[src/rtl/ctrl_out_capture_pkg.sv]
// Shared types and sizing for the AD9361 CTRL_OUT event capture block.
// CTRL_OUT_CAPTURE_TS_EN selects whether queued entries carry a timestamp.
package ctrl_out_capture_pkg;

   typedef enum logic {
      INIT = 1'b0,
      RUN  = 1'b1
   } state_e;

   localparam int unsigned SRC_W = 2;
   localparam int unsigned VAL_W = 16;

`ifdef CTRL_OUT_CAPTURE_TS_EN
   localparam bit TS_EN = 1'b1;
`else
   localparam bit TS_EN = 1'b0;
`endif

   // Stored entry width: {src, status_1, status_0[, ts]}
   function automatic int unsigned entry_width(input int unsigned ts_width);
      return SRC_W + VAL_W + (TS_EN ? ts_width : 32'd0);
   endfunction

endpackage

[src/rtl/ctrl_out_capture_fifo.sv]
// Synchronous show-ahead FIFO; pointers carry an extra MSB to tell full from empty.
module ctrl_out_capture_fifo #(
   parameter int unsigned DEPTH = 16,
   parameter int unsigned WIDTH = 18
) (
   input  logic                     clk_i,
   input  logic                     rst_i,
   input  logic                     push_i,
   input  logic [WIDTH-1:0]         wdata_i,
   input  logic                     pop_i,
   output logic [WIDTH-1:0]         rdata_o,
   output logic                     full_o,
   output logic                     empty_o,
   output logic [$clog2(DEPTH):0]   count_o
);

   localparam int unsigned AW = $clog2(DEPTH);
   localparam int unsigned PW = AW + 1;

   logic [PW-1:0]    wr_ptr_q;
   logic [PW-1:0]    rd_ptr_q;
   logic [WIDTH-1:0] mem_q [DEPTH];
   logic             pop_ok;
   logic             push_ok;

   assign empty_o = (wr_ptr_q == rd_ptr_q);
   assign full_o  = (wr_ptr_q == {~rd_ptr_q[AW], rd_ptr_q[AW-1:0]});
   assign count_o = wr_ptr_q - rd_ptr_q;
   assign rdata_o = mem_q[rd_ptr_q[AW-1:0]];

   // A push into a full FIFO is legal only when the head leaves in the same cycle
   assign pop_ok  = pop_i && !empty_o;
   assign push_ok = push_i && (!full_o || pop_ok);

   always_ff @(posedge clk_i) begin
      if (rst_i) begin
         wr_ptr_q <= '0;
         rd_ptr_q <= '0;
      end else begin
         if (push_ok) wr_ptr_q <= wr_ptr_q + PW'(1);
         if (pop_ok)  rd_ptr_q <= rd_ptr_q + PW'(1);
      end
   end

   always_ff @(posedge clk_i) begin
      if (push_ok) mem_q[wr_ptr_q[AW-1:0]] <= wdata_i;
   end

endmodule

[src/rtl/ctrl_out_event_capture.sv]
// Queues masked CTRL_OUT transitions from two AD9361s for the PS to drain via EMIO GPIO.
// Define CTRL_OUT_CAPTURE_TS_EN to build the free-running timestamp into each entry.
module ctrl_out_event_capture
   import ctrl_out_capture_pkg::*;
#(
   parameter int unsigned FIFO_DEPTH = 16,
   parameter int unsigned TS_WIDTH   = 16
) (
   input  logic                          clk_i,
   input  logic                          rst_i,
   input  logic [7:0]                    status_0_i,
   input  logic [7:0]                    status_1_i,
   input  logic                          enable_i,
   input  logic [7:0]                    mask_0_i,
   input  logic [7:0]                    mask_1_i,
   input  logic                          rd_toggle_i,
   input  logic                          ovf_clear_i,
   output logic                          evt_valid_o,
   output logic [1:0]                    evt_src_o,
   output logic [15:0]                   evt_value_o,
   output logic [TS_WIDTH-1:0]           evt_ts_o,
   output logic [$clog2(FIFO_DEPTH):0]   evt_count_o,
   output logic                          overflow_o,
   output logic [7:0]                    drop_count_o
);

   localparam int unsigned ENTRY_W = entry_width(TS_WIDTH);

   logic [VAL_W-1:0]   meta_q;
   logic [VAL_W-1:0]   sync_q;
   logic [VAL_W-1:0]   prev_q;
   logic               rd_in_q;
   logic               rd_toggle_q;
   state_e             state_q;
   state_e             state_d;
   logic               init_cnt_q;
   logic               init_cnt_d;
   logic [7:0]         chg0_c;
   logic [7:0]         chg1_c;
   logic               fire_c;
   logic               pop_c;
   logic               push_c;
   logic               drop_c;
   logic               fifo_full;
   logic               fifo_empty;
   logic [ENTRY_W-1:0] wdata;
   logic [ENTRY_W-1:0] rdata;
   logic               overflow_q;
   logic [7:0]         drop_count_q;

   // Two-flop synchronizer plus one-cycle history for edge detection
   always_ff @(posedge clk_i) begin
      if (rst_i) begin
         meta_q      <= '0;
         sync_q      <= '0;
         prev_q      <= '0;
         rd_in_q     <= 1'b0;
         rd_toggle_q <= 1'b0;
      end else begin
         meta_q      <= {status_1_i, status_0_i};
         sync_q      <= meta_q;
         prev_q      <= sync_q;
         rd_in_q     <= rd_toggle_i;
         rd_toggle_q <= rd_in_q;
      end
   end

   always_ff @(posedge clk_i) begin
      if (rst_i) begin
         state_q    <= INIT;
         init_cnt_q <= 1'b0;
      end else begin
         state_q    <= state_d;
         init_cnt_q <= init_cnt_d;
      end
   end

   always_comb begin
      state_d    = state_q;
      init_cnt_d = init_cnt_q;
      fire_c     = 1'b0;
      chg0_c     = (sync_q[7:0]  ^ prev_q[7:0])  & mask_0_i;
      chg1_c     = (sync_q[15:8] ^ prev_q[15:8]) & mask_1_i;
      case (state_q)
         INIT: begin
            init_cnt_d = 1'b1;
            if (init_cnt_q) state_d = RUN;
         end
         RUN:     fire_c = enable_i && ((|chg0_c) || (|chg1_c));
         default: state_d = INIT;
      endcase
   end

   assign pop_c  = (rd_in_q ^ rd_toggle_q) && !fifo_empty;
   assign push_c = fire_c && (!fifo_full || pop_c);
   assign drop_c = fire_c && fifo_full && !pop_c;

   // A drop in the same cycle as a clear restarts the count at one
   always_ff @(posedge clk_i) begin
      if (rst_i) begin
         overflow_q   <= 1'b0;
         drop_count_q <= '0;
      end else if (drop_c) begin
         overflow_q   <= 1'b1;
         if (ovf_clear_i)                drop_count_q <= 8'd1;
         else if (drop_count_q != 8'hFF) drop_count_q <= drop_count_q + 8'd1;
      end else if (ovf_clear_i) begin
         overflow_q   <= 1'b0;
         drop_count_q <= '0;
      end
   end

`ifdef CTRL_OUT_CAPTURE_TS_EN
   logic [TS_WIDTH-1:0] ts_q;

   always_ff @(posedge clk_i) begin
      if (rst_i) ts_q <= '0;
      else       ts_q <= ts_q + TS_WIDTH'(1);
   end

   assign wdata       = {(|chg1_c), (|chg0_c), sync_q, ts_q};
   assign evt_ts_o    = fifo_empty ? '0 : rdata[TS_WIDTH-1:0];
   assign evt_value_o = fifo_empty ? '0 : rdata[TS_WIDTH +: VAL_W];
   assign evt_src_o   = fifo_empty ? '0 : rdata[TS_WIDTH+VAL_W +: SRC_W];
`else
   assign wdata       = {(|chg1_c), (|chg0_c), sync_q};
   assign evt_ts_o    = '0;
   assign evt_value_o = fifo_empty ? '0 : rdata[0 +: VAL_W];
   assign evt_src_o   = fifo_empty ? '0 : rdata[VAL_W +: SRC_W];
`endif

   ctrl_out_capture_fifo #(
      .DEPTH (FIFO_DEPTH),
      .WIDTH (ENTRY_W)
   ) u_fifo (
      .clk_i   (clk_i),
      .rst_i   (rst_i),
      .push_i  (push_c),
      .wdata_i (wdata),
      .pop_i   (pop_c),
      .rdata_o (rdata),
      .full_o  (fifo_full),
      .empty_o (fifo_empty),
      .count_o (evt_count_o)
   );

   assign evt_valid_o  = !fifo_empty;
   assign overflow_o   = overflow_q;
   assign drop_count_o = drop_count_q;

endmodule

[config.mk]
export PLATFORM = sky130hd
export DESIGN_NAME = ctrl_out_event_capture
export DESIGN_NICKNAME = d
export VERILOG_FILES = /design/src/rtl/ctrl_out_capture_pkg.sv /design/src/rtl/ctrl_out_capture_fifo.sv /design/src/rtl/ctrl_out_event_capture.sv
export SDC_FILE = /design/constraint.sdc
export NUM_CORES = 1
export LEC_CHECK = 0
export CAP_MARGIN = 20
export CORE_MARGIN = 10
export CORE_UTILIZATION = 55
export DETAILED_ROUTE_END_ITERATION = 6
export PLACE_DENSITY = 0.8
export SETUP_SLACK_MARGIN = 0.3
export SLEW_MARGIN = 20
export SYNTH_ARGS = -nofsm -noshare
export SYNTH_HDL_FRONTEND = slang
export SYNTH_SLANG_ARGS = --single-unit
export TNS_END_PERCENT = 30
[constraint.sdc]
create_clock -name clk_i -period 5.66 [get_ports clk_i]
set_clock_uncertainty 0.15 [all_clocks]
set_input_delay 0.849 -clock clk_i [delete_from_list [all_inputs] [get_ports clk_i]]
set_output_delay 0.849 -clock clk_i [all_outputs]
set_load 0.05 [all_outputs]
### Word-level counts from Yosys, hierarchy flattened

Memory sizes are Yosys's and may differ from the RTL's. A register that Yosys moved wholly into a read port is not among the register bits.
Index checks and enable logic that the tools add are counted.

* register bits after elaboration: 71
* bits in writable memories: 288
* input port bits: 37
* output and inout port bits: 49
* word-level logic and storage cells: 58
* memories kept: 1

* add/subtract/negate cells: 4
* equal/unequal tests: 3
* mux-type cells: 15
* bitwise operators: 6
* reduce and logical (&&, ||, !) cells: 18

Memory list
* u_fifo.mem_q: words 16, bits a word 18, read ports 1, clocked after memory_dff 1, write ports 1, line ctrl_out_capture_fifo.sv:22 `logic [WIDTH-1:0] mem_q [DEPTH];`

Operators by type and width (count)
* two-way mux 8 bit: 4
* bitwise AND 8 bit: 2
* two-way mux 16 bit: 1
* OR reduction 8 bit: 2
* XOR 8 bit: 2
* adder 5 x 1 -> 5 bit (second input constant): 2
* equality test 5 bit: 2
* adder 8 x 1 -> 8 bit (second input constant): 1
* two-way mux 4 bit: 2
* inequality test 8 bit (second input constant): 1
* logical AND 1 bit: 7
* two-way mux 1 bit: 7
* subtractor 5 bit: 1
* nonzero test 2 bit: 2
* zero test 1 bit: 3
* logical OR 1 bit: 3
* two-way mux 2 bit: 1
* AND reduction 2 bit: 1
* NOT 1 bit: 1
* XOR 1 bit: 1

### Depth between registers and ports, before layout

* depth in word-level cells: 10
* mapped depth: 8
* gate-level depth less buffers: 8

### Modules after synthesis

A second synthesis with hierarchy kept.

* cell total of the unflattened synthesis: 780
* area total of the unflattened synthesis: 13979.7 sq um

Modules (own cells, without submodules)
* ctrl_out_capture_fifo: instances 1, cells each 541, area each 11607.4 sq um, sequential area each 8928.6 sq um
* ctrl_out_event_capture: instances 1, cells each 239, area each 2372.3 sq um, sequential area each 1221.2 sq um

### Worst setup path after synthesis

Ideal clock, no wire load.

* path type: input to register
* from: in mask_1_i[7]
* to: reg u_fifo.wr_ptr_q[4]
* setup time: 121 ps
* data arrival time: 3039 ps
* required time: 5389 ps
* path slack: 2350 ps
* stages: 5
* buffers on the path: 0
* cell sequence: a22oi_1 > nand4_1 > o21ai_2 > nor4b_2 > mux2_2

* longest elaborated chain between the ends: 7

Ends and longest elaborated chain
* from (decl): line ctrl_out_event_capture.sv:15 `input logic [7:0] mask_1_i,`
* bitwise AND 8 bit: line ctrl_out_event_capture.sv:83 `chg1_c = (sync_q[15:8] ^ prev_q[15:8]) & mask_1_i;`
* OR reduction 8 bit
* named net u_fifo.wdata_i[17]: line ctrl_out_capture_fifo.sv:9 `input logic [WIDTH-1:0] wdata_i,`
* logical OR 1 bit: line ctrl_out_event_capture.sv:89 `RUN: fire_c = enable_i && ((|chg0_c) || (|chg1_c));`
* logical AND 1 bit: line ctrl_out_event_capture.sv:89
* two-way mux 1 bit: line ctrl_out_event_capture.sv:84 `case (state_q)`
* logical AND 1 bit: line ctrl_out_event_capture.sv:95 `assign push_c = fire_c && (!fifo_full || pop_c);`
* logical AND 1 bit: line ctrl_out_capture_fifo.sv:33 `assign push_ok = push_i && (!full_o || pop_ok);`
* to (signal assigned): line ctrl_out_capture_fifo.sv:40 `if (push_ok) wr_ptr_q <= wr_ptr_q + PW'(1);`
* to (decl): line ctrl_out_capture_fifo.sv:20 `logic [PW-1:0] wr_ptr_q;`

The timed path passes the listed nets, and every way through them passes these cells.
A chain may end at the register's enable or synchronous reset.

==> summary.txt <==
Outcome
  • Status: finished clean

Routing
  • DRT antenna net count: 0
  • Detailed-route wire length per cell: 24.7 um
  • Drt via density: 5.96
  • Drt total wl: 29.2 mm
  • Via count: 7040
  • TritonRoute pass-1 iters: 4
  • DRC errors left: 0
  • DRT iter0 DRCs: 774

Hold path
  • Hold Path Class: reg2reg
  • Worst hold path depth: 1

GRT
  • Antenna violations before repair: 0
  • Number of global-route vias before repair: 7365
  • First-pass GRT wire length: 45.0 mm
  • Pin count of the biggest net entering global routing: 72
  • Total GRT Usage: 17.9%
  • Global route total overflow: 0

Yosys
  • Top_reg_cell synth: edfxtp_1
  • Cells after synthesis: 735
  • Syn. warnings: 0
  • Post-synth top area share: 60.9%
  • Cell taking the most area after synthesis: edfxtp_1
  • Synth area leaders: edfxtp_1 61%, dfxtp_1 11%, mux4_2 10%
  • Syn Std Cell Area: 14200 sq um
  • Yosys cell types: 48
  • Flops & latches, synth: 363
  • Async set-reset flop share out of synthesis: 0%
  • Seq/Total Area, Yosys: 71.5%
  • Post-synth EDFFs: 288
  • Avg Cell Area, Syn: 19.3 sq um

Clock tree
  • Post-CTS Setup Repair Bufs: 0
  • TritonCTS buffer count: 36
  • Max Root-Sink Buffers: 3
  • CTS H-tree lvls: 2
  • Worst-Skew Late Latency: 510 ps
  • Cts repair resizes: 0
  • Cts hold-fix bufs: 0
  • Clock Tree Root: clkbuf_16
  • Clock sink total: 363
  • Clk pin slew, worst setup/hold paths: 60 ps
  • CTS tree: built

Setup path
  • Arr. time, crit path: 3730 ps
  • Critical Path End Type: output pin
  • Worst-case reg-to-reg path depth: 7
  • Worst-path cell chain: buf_12 > mux4_1 > mux4_2 > nor2b_1 > clkdlybuf4s50_1
  • Top Family by Delay on Critical Path: multiplexers
  • Worst Path Buf+Inv: 2
  • Critical Path Stages: 5
  • CP Class: reg2out
  • Crit-path slowest cell: dfxtp_4
  • CP Launch Type: flip-flop
  • Max FO, Critical Path: 38
  • Worst path max stage delay: 830 ps
  • Critical Path RT: 4660 ps
  • R2r setup slk: 1630 ps

STA
  • Fmax: 0.212 GHz
  • Max Transition Viols Final: 0
  • Final Hold Violating Endpoints: 0
  • Relative slew slack: 29.0%
  • Final worst path period share: 83.5%
  • TNS Setup: 0 ps
  • Minimum clock period: 4730 ps
  • Final setup viols: 0
  • Slew @ Worst Pin: 1070 ps
  • RSZ-0062 raised after global routing: no

Placement
  • DP HPWL: 16.9 mm
  • Inst Count DP: 1120
  • IO Port Bufs: 69
  • Placer Congestion: 0.802

Flow run
  • Max-Cap Viols: 0

Floorplan
  • Die Span X: 181 um
  • Height of the die: 181 um
  • Die area: 32600 sq um
  • # IOs: 86
  • # rows: 58
  • Core footprint: 25300 sq um
  • Starting Density: 56.2%

Finish
  • Share of cells above drive strength 1: 17.7%
  • Area Overhead vs Synth: 15.1%
  • Fill cells: 1709
  • # diodes: 0
  • Final non-filler cell total: 1182
  • Nets: 876
  • FF+latch area: 10200 sq um
  • Final Util: 64.7%
  • Multi-input logic area: 3740 sq um

Power and ir drop
  • Max VDD drop: 0.209 mV
  • Sw Share: 20.8%
  • Switch Pwr: 1150 uW
  • Power per cell area: 339 nW/um^2
  • Combinational cell fraction of total power: 5.9%
  • Pleak: 0.00546 uW
  • Clk network pwr share: 40.9%
  • Power share of the sequential group: 53.2%
  • Pint: 4390 uW
stage by stage:
step	power [uW]	hold slack, ps	setup slack [ps]	area [sq um]
floorplan	3230	264	2350	14200
global route	5710	290	758	16300
detailed placement	3330	271	1300	15200
finish	5540	283	933	16300
CTS	5580	284	861	16300
global placement	3320	269	1450	15200
sequential cells by signal (all words and copies together), names as in the netlist, 5 cells and up, named ones only:
name	count
u_fifo.rd_ptr_q	5
u_fifo.wr_ptr_q	5
u_fifo.mem_q	288
prev_q	16
drop_count_o	8
meta_q	16
sync_q	16
cells by family (layout without fill, tap and decap cells):
kind of cell	count (synthesis)	count (layout)	share of synthesized area [%]
simple gates	145	145	6.37
xor+xnor	25	25	1.60
buf+inv	61	163	2.60
mux	93	93	15.2
other cells	1	16	0.0264
fa+ha+maj	11	11	1.02
flops	363	363	71.5
compound gates	36	36	1.65
layer usage:
layer / up-vias / track usage, % / wire length, um
met4: 0 / 4.66 / 545
met2: 302 / 29.6 / 14600
met5: - / 0 / 0
met3: 47 / 3.37 / 2060
li1: 3072 / - / -
met1: 3619 / 23.8 / 12000
path summary, 6_finish.rpt:
check                             start                            end
setup reg to reg  sync_q[14]$_SDFF_PP0_  u_fifo.mem_q[14][0]$_DFFE_PP_
hold reg to reg    meta_q[3]$_SDFF_PP0_           sync_q[3]$_SDFF_PP0_
hold / removal     meta_q[3]$_SDFF_PP0_           sync_q[3]$_SDFF_PP0_
setup / recovery              flip-flop                 evt_value_o[4]
power by group through the flow:
stage               Sequential (uW)  Combinational [uW]  Clock, uW
finish                         2950                 327       2270
global route                   2950                 347       2410
CTS                            2950                 330       2310
detailed placement             3000                 327          0
global placement               3000                 322          0
floorplan                      2980                 252          0
Yosys cell counts (2+ instances only):
cell type	count
a21o_1	2
a21oi_1	11
a22oi_1	8
and2_1	2
and3_1	17
and4_1	3
buf_2	10
buf_4	20
buf_6	7
clkbuf_1	11
dfxtp_1	75
edfxtp_1	288
ha_1	10
inv_1	12
mux2_2	2
mux4_1	27
mux4_2	63
nand2_1	3
nand3_1	5
nand3_2	2
nand4_1	6
nor2_1	17
nor2b_1	70
nor2b_4	2
o211ai_1	2
o21ai_0	5
o31ai_1	5
or2_2	2
or3_1	4
or4_1	4
xnor2_1	6
xor2_1	18
area by class of cell:
class,count,area share [%]
clock buffers,46,5.94
flip-flops and latches,363,62.2
repair buffers,89,5.27
multi-input cells,326,22.9
clock inverters,16,0.942
well taps,330,2.53
inverters,12,0.276
cells in the final DEF, fill, tap and decap left out, types with 3 or more instances in the layout:
cell type        synthesis  layout
a21oi_1                 11      11
a22oi_1                  8       8
and3_1                  17      17
and4_1                   3       3
buf_4                   20      18
bufinv_16                0       3
clkbuf_1                11       7
clkbuf_16                0      37
clkdlybuf4s50_1          0      68
clkinv_1                 0       5
clkinv_2                 0       6
conb_1                   1      16
dfxtp_1                 75      72
edfxtp_1               288     288
ha_1                    10      10
inv_1                   12      12
mux4_1                  27      27
mux4_2                  63      63
nand2_1                  3       3
nand3_1                  5       5
nand4_1                  6       6
nor2_1                  17      17
nor2b_1                 70      70
o21ai_0                  5       5
o31ai_1                  5       5
or3_1                    4       4
or4_1                    4       4
xnor2_1                  6       6
xor2_1                  18      18
Power figures use the tool's default switching activity.
==> variant (same flow settings) <==
The option `CTRL_OUT_CAPTURE_TS_EN` is turned on by a define.
--- a/src/rtl/ctrl_out_capture_pkg.sv
+++ b/src/rtl/ctrl_out_capture_pkg.sv
@@ -2,2 +2,4 @@
 // CTRL_OUT_CAPTURE_TS_EN selects whether queued entries carry a timestamp.
+`define CTRL_OUT_CAPTURE_TS_EN
+
 package ctrl_out_capture_pkg;
Formal check against the unedited RTL: not equivalent (Yosys sat finds a counterexample within 4 cycles, from zero or initial values and one cycle with rst_i high).
==> variant against the unedited design <==
  * Worst setup slack improved by 53 ps
  * Final area increased by 70%
  * Register-to-register slack improved by 110 ps
  * Sequential cell count increased by 272
  * Critical path depth unchanged
  * Total power increased by 74%
  * Routed wire length increased by 82%
  * Largest cell class unchanged
  * Synthesized area increased by 70%
==> variant: results (changes against the unedited design) <==
.. list-table::
   :header-rows: 1

   * - Metric
     - Value
   * - Largest cells by area after synthesis
     - edfxtp_1 (68%), mux4_2 (16%), dfxtp_1 (7.5%) (was edfxtp_1 (61%), dfxtp_1 (11%), mux4_2 (10%))
   * - Share of post-route cells with drive strength above 1
     - 0.2440 (was 0.1772)
   * - Critical Path AT
     - 3680 ps (was 3730 ps)
   * - Netlist cell types
     - 39 (was 48)
   * - Standard cell with the maximum stage delay on the critical path
     - clkdlybuf4s50_1 (was dfxtp_4)
   * - Largest voltage drop on the vdd net
     - 0.2876 mV (was 0.2088 mV)
   * - # placed instances
     - 1799 (was 1120)
   * - Vias in the first global route
     - 12230 (was 7365)
   * - Share of cell area taken by muxes after synthesis
     - 0.1605 (was 0.1523)
   * - Sequential cell area fraction in the yosys report
     - 0.7505 (was 0.7152)
   * - Routability congestion estimate
     - 0.7413 (was 0.8019)
   * - Largest net degree at the start of global routing
     - 87 (was 72)
   * - Slowest Stage Delay on Critical Path
     - 780 ps (was 830 ps)
   * - IO buf count
     - 85 (was 69)
   * - All-Layer GR Usage
     - 0.2018 (was 0.1786)
   * - Via/cell ratio
     - 6.152 (was 5.956)
   * - Number of DRC violations after detailed-routing iteration 0
     - 1401 (was 774)
   * - Total number of vias
     - 11750 (was 7040)
   * - Final HPWL from detailed placement
     - 28000 µm (was 16890 µm)
   * - Leading cell types by count after synthesis
     - edfxtp_1 (544), mux4_2 (170), dfxtp_1 (91), nor2b_1 (91), nor2_1 (33) (was edfxtp_1 (288), dfxtp_1 (75), nor2b_1 (70))
   * - Nets
     - 1323 (was 876)
   * - Inserted Clock Buffers
     - 58 (was 36)
   * - Number of synthesized flops with an enable pin
     - 544 (was 288)
   * - Number of iterations in the first detailed-routing pass
     - 5 (was 4)
   * - Slew at the pin closest to its max-slew limit
     - 1089 ps (was 1066 ps)
   * - Post-Synth XOR/XNOR Area
     - 0.01484 (was 0.01596)
   * - Clock latency at the later pin of the worst-skew pair
     - 630 ps (was 510 ps)
   * - HP Class
     - reg -> reg (unchanged)
   * - Global-route wire length before repair
     - 79790 µm (was 44950 µm)
   * - Status
     - complete, no violations (unchanged)
   * - Flip-flop count of the largest register, all copies and words added
     - 544 (was 288)
   * - Post-Synth Adder-Cell Area
     - 0.006516 (was 0.01023)
   * - Drt total wl
     - 53050 µm (was 29170 µm)
   * - Leakage power summed over all cells
     - 8.896 nW (was 5.464 nW)
   * - Highest net fanout along the worst path
     - 80 (was 38)
   * - Synth Area per Inst
     - 20.98 µm² (was 19.31 µm²)
## variant: cell count changes in the layout (fill, tap and decap cells not counted), sizes merged, moves of 19 or more
cell    before  now
edfxtp     288  544
mux4        90  170
clkbuf      46   85
nor2b       72   91
## variant: path summary, 6_finish.rpt
check / start / endpoint / slack [ps] / cells after the start
worst max register to register: sync_q[12] / u_fifo.mem_q[13][1] / 1740 / 6
worst max-delay path: register / evt_value_o[6] / 990 / 5
worst min-delay path: meta_q[14] / sync_q[14] / 280 / 1
worst min register to register: meta_q[14] / sync_q[14] / 280 / 1
## variant: critical path, delay by kind of cell, from the launching register on
kind	cells	cell delay, ps
buffers and inverters	2	1240
muxes	2	890
DFF	1	650
and+or+nand+nor	1	180
## variant: stage by stage
stage / total power [W] / setup WS [ps] / hold WS [ps] / instance area, µm² / utilization
CTS: 0.009691 / 941.8 / 286.1 / 27790 / 0.6422
detailed placement: 0.005790 / 1453 / 270.4 / 25840 / 0.5972
floorplan: 0.005595 / 1042 / 263.8 / 24190 / -
global placement: 0.005780 / 1586 / 267.6 / 25840 / 0.5972
global route: 0.009888 / 910.9 / 298.2 / 27790 / 0.6422
finish: 0.009637 / 986.0 / 282.5 / 27790 / 0.6423
## variant: final cells by class
type | count | area (µm²)
clock buffer | 85 | 1705
fill | 2749 | 15480
timing repair buffer | 115 | 1136
clock inverter | 25 | 241.5
sequential | 635 | 18170
multi-input combinational | 449 | 5747
antenna | 1 | 2.502
inverter | 15 | 56.30
tap | 585 | 732.0
## variant: layer usage
metal,wire [µm],share of wire,up-vias,global-route usage
met5,0,0,-,0
met4,1458,0.027,0,0.06331
met3,3870,0.073,106,0.03928
met2,26940,0.51,544,0.3370
met1,20780,0.39,6207,0.2649
li1,-,-,4893,-
## variant: cells by family (layout without fill, tap and decap cells)
group / Yosys count / count (layout)
and+or+nand+nor: 189 / 189
AOI/OAI and AO/OA: 32 / 32
DFF: 635 / 635
buffers and inverters: 69 / 240
other: 0 / 1
adders and majority gates: 12 / 12
xor gates and xnor gates: 41 / 41
muxes: 175 / 175
## variant: power by group
group | switching [W] | internal, W
Combinational | 0.000309 | 0.000243
Sequential | 0.0000467 | 0.00509
Clock | 0.00168 | 0.00227
Total | 0.00204 | 0.00760
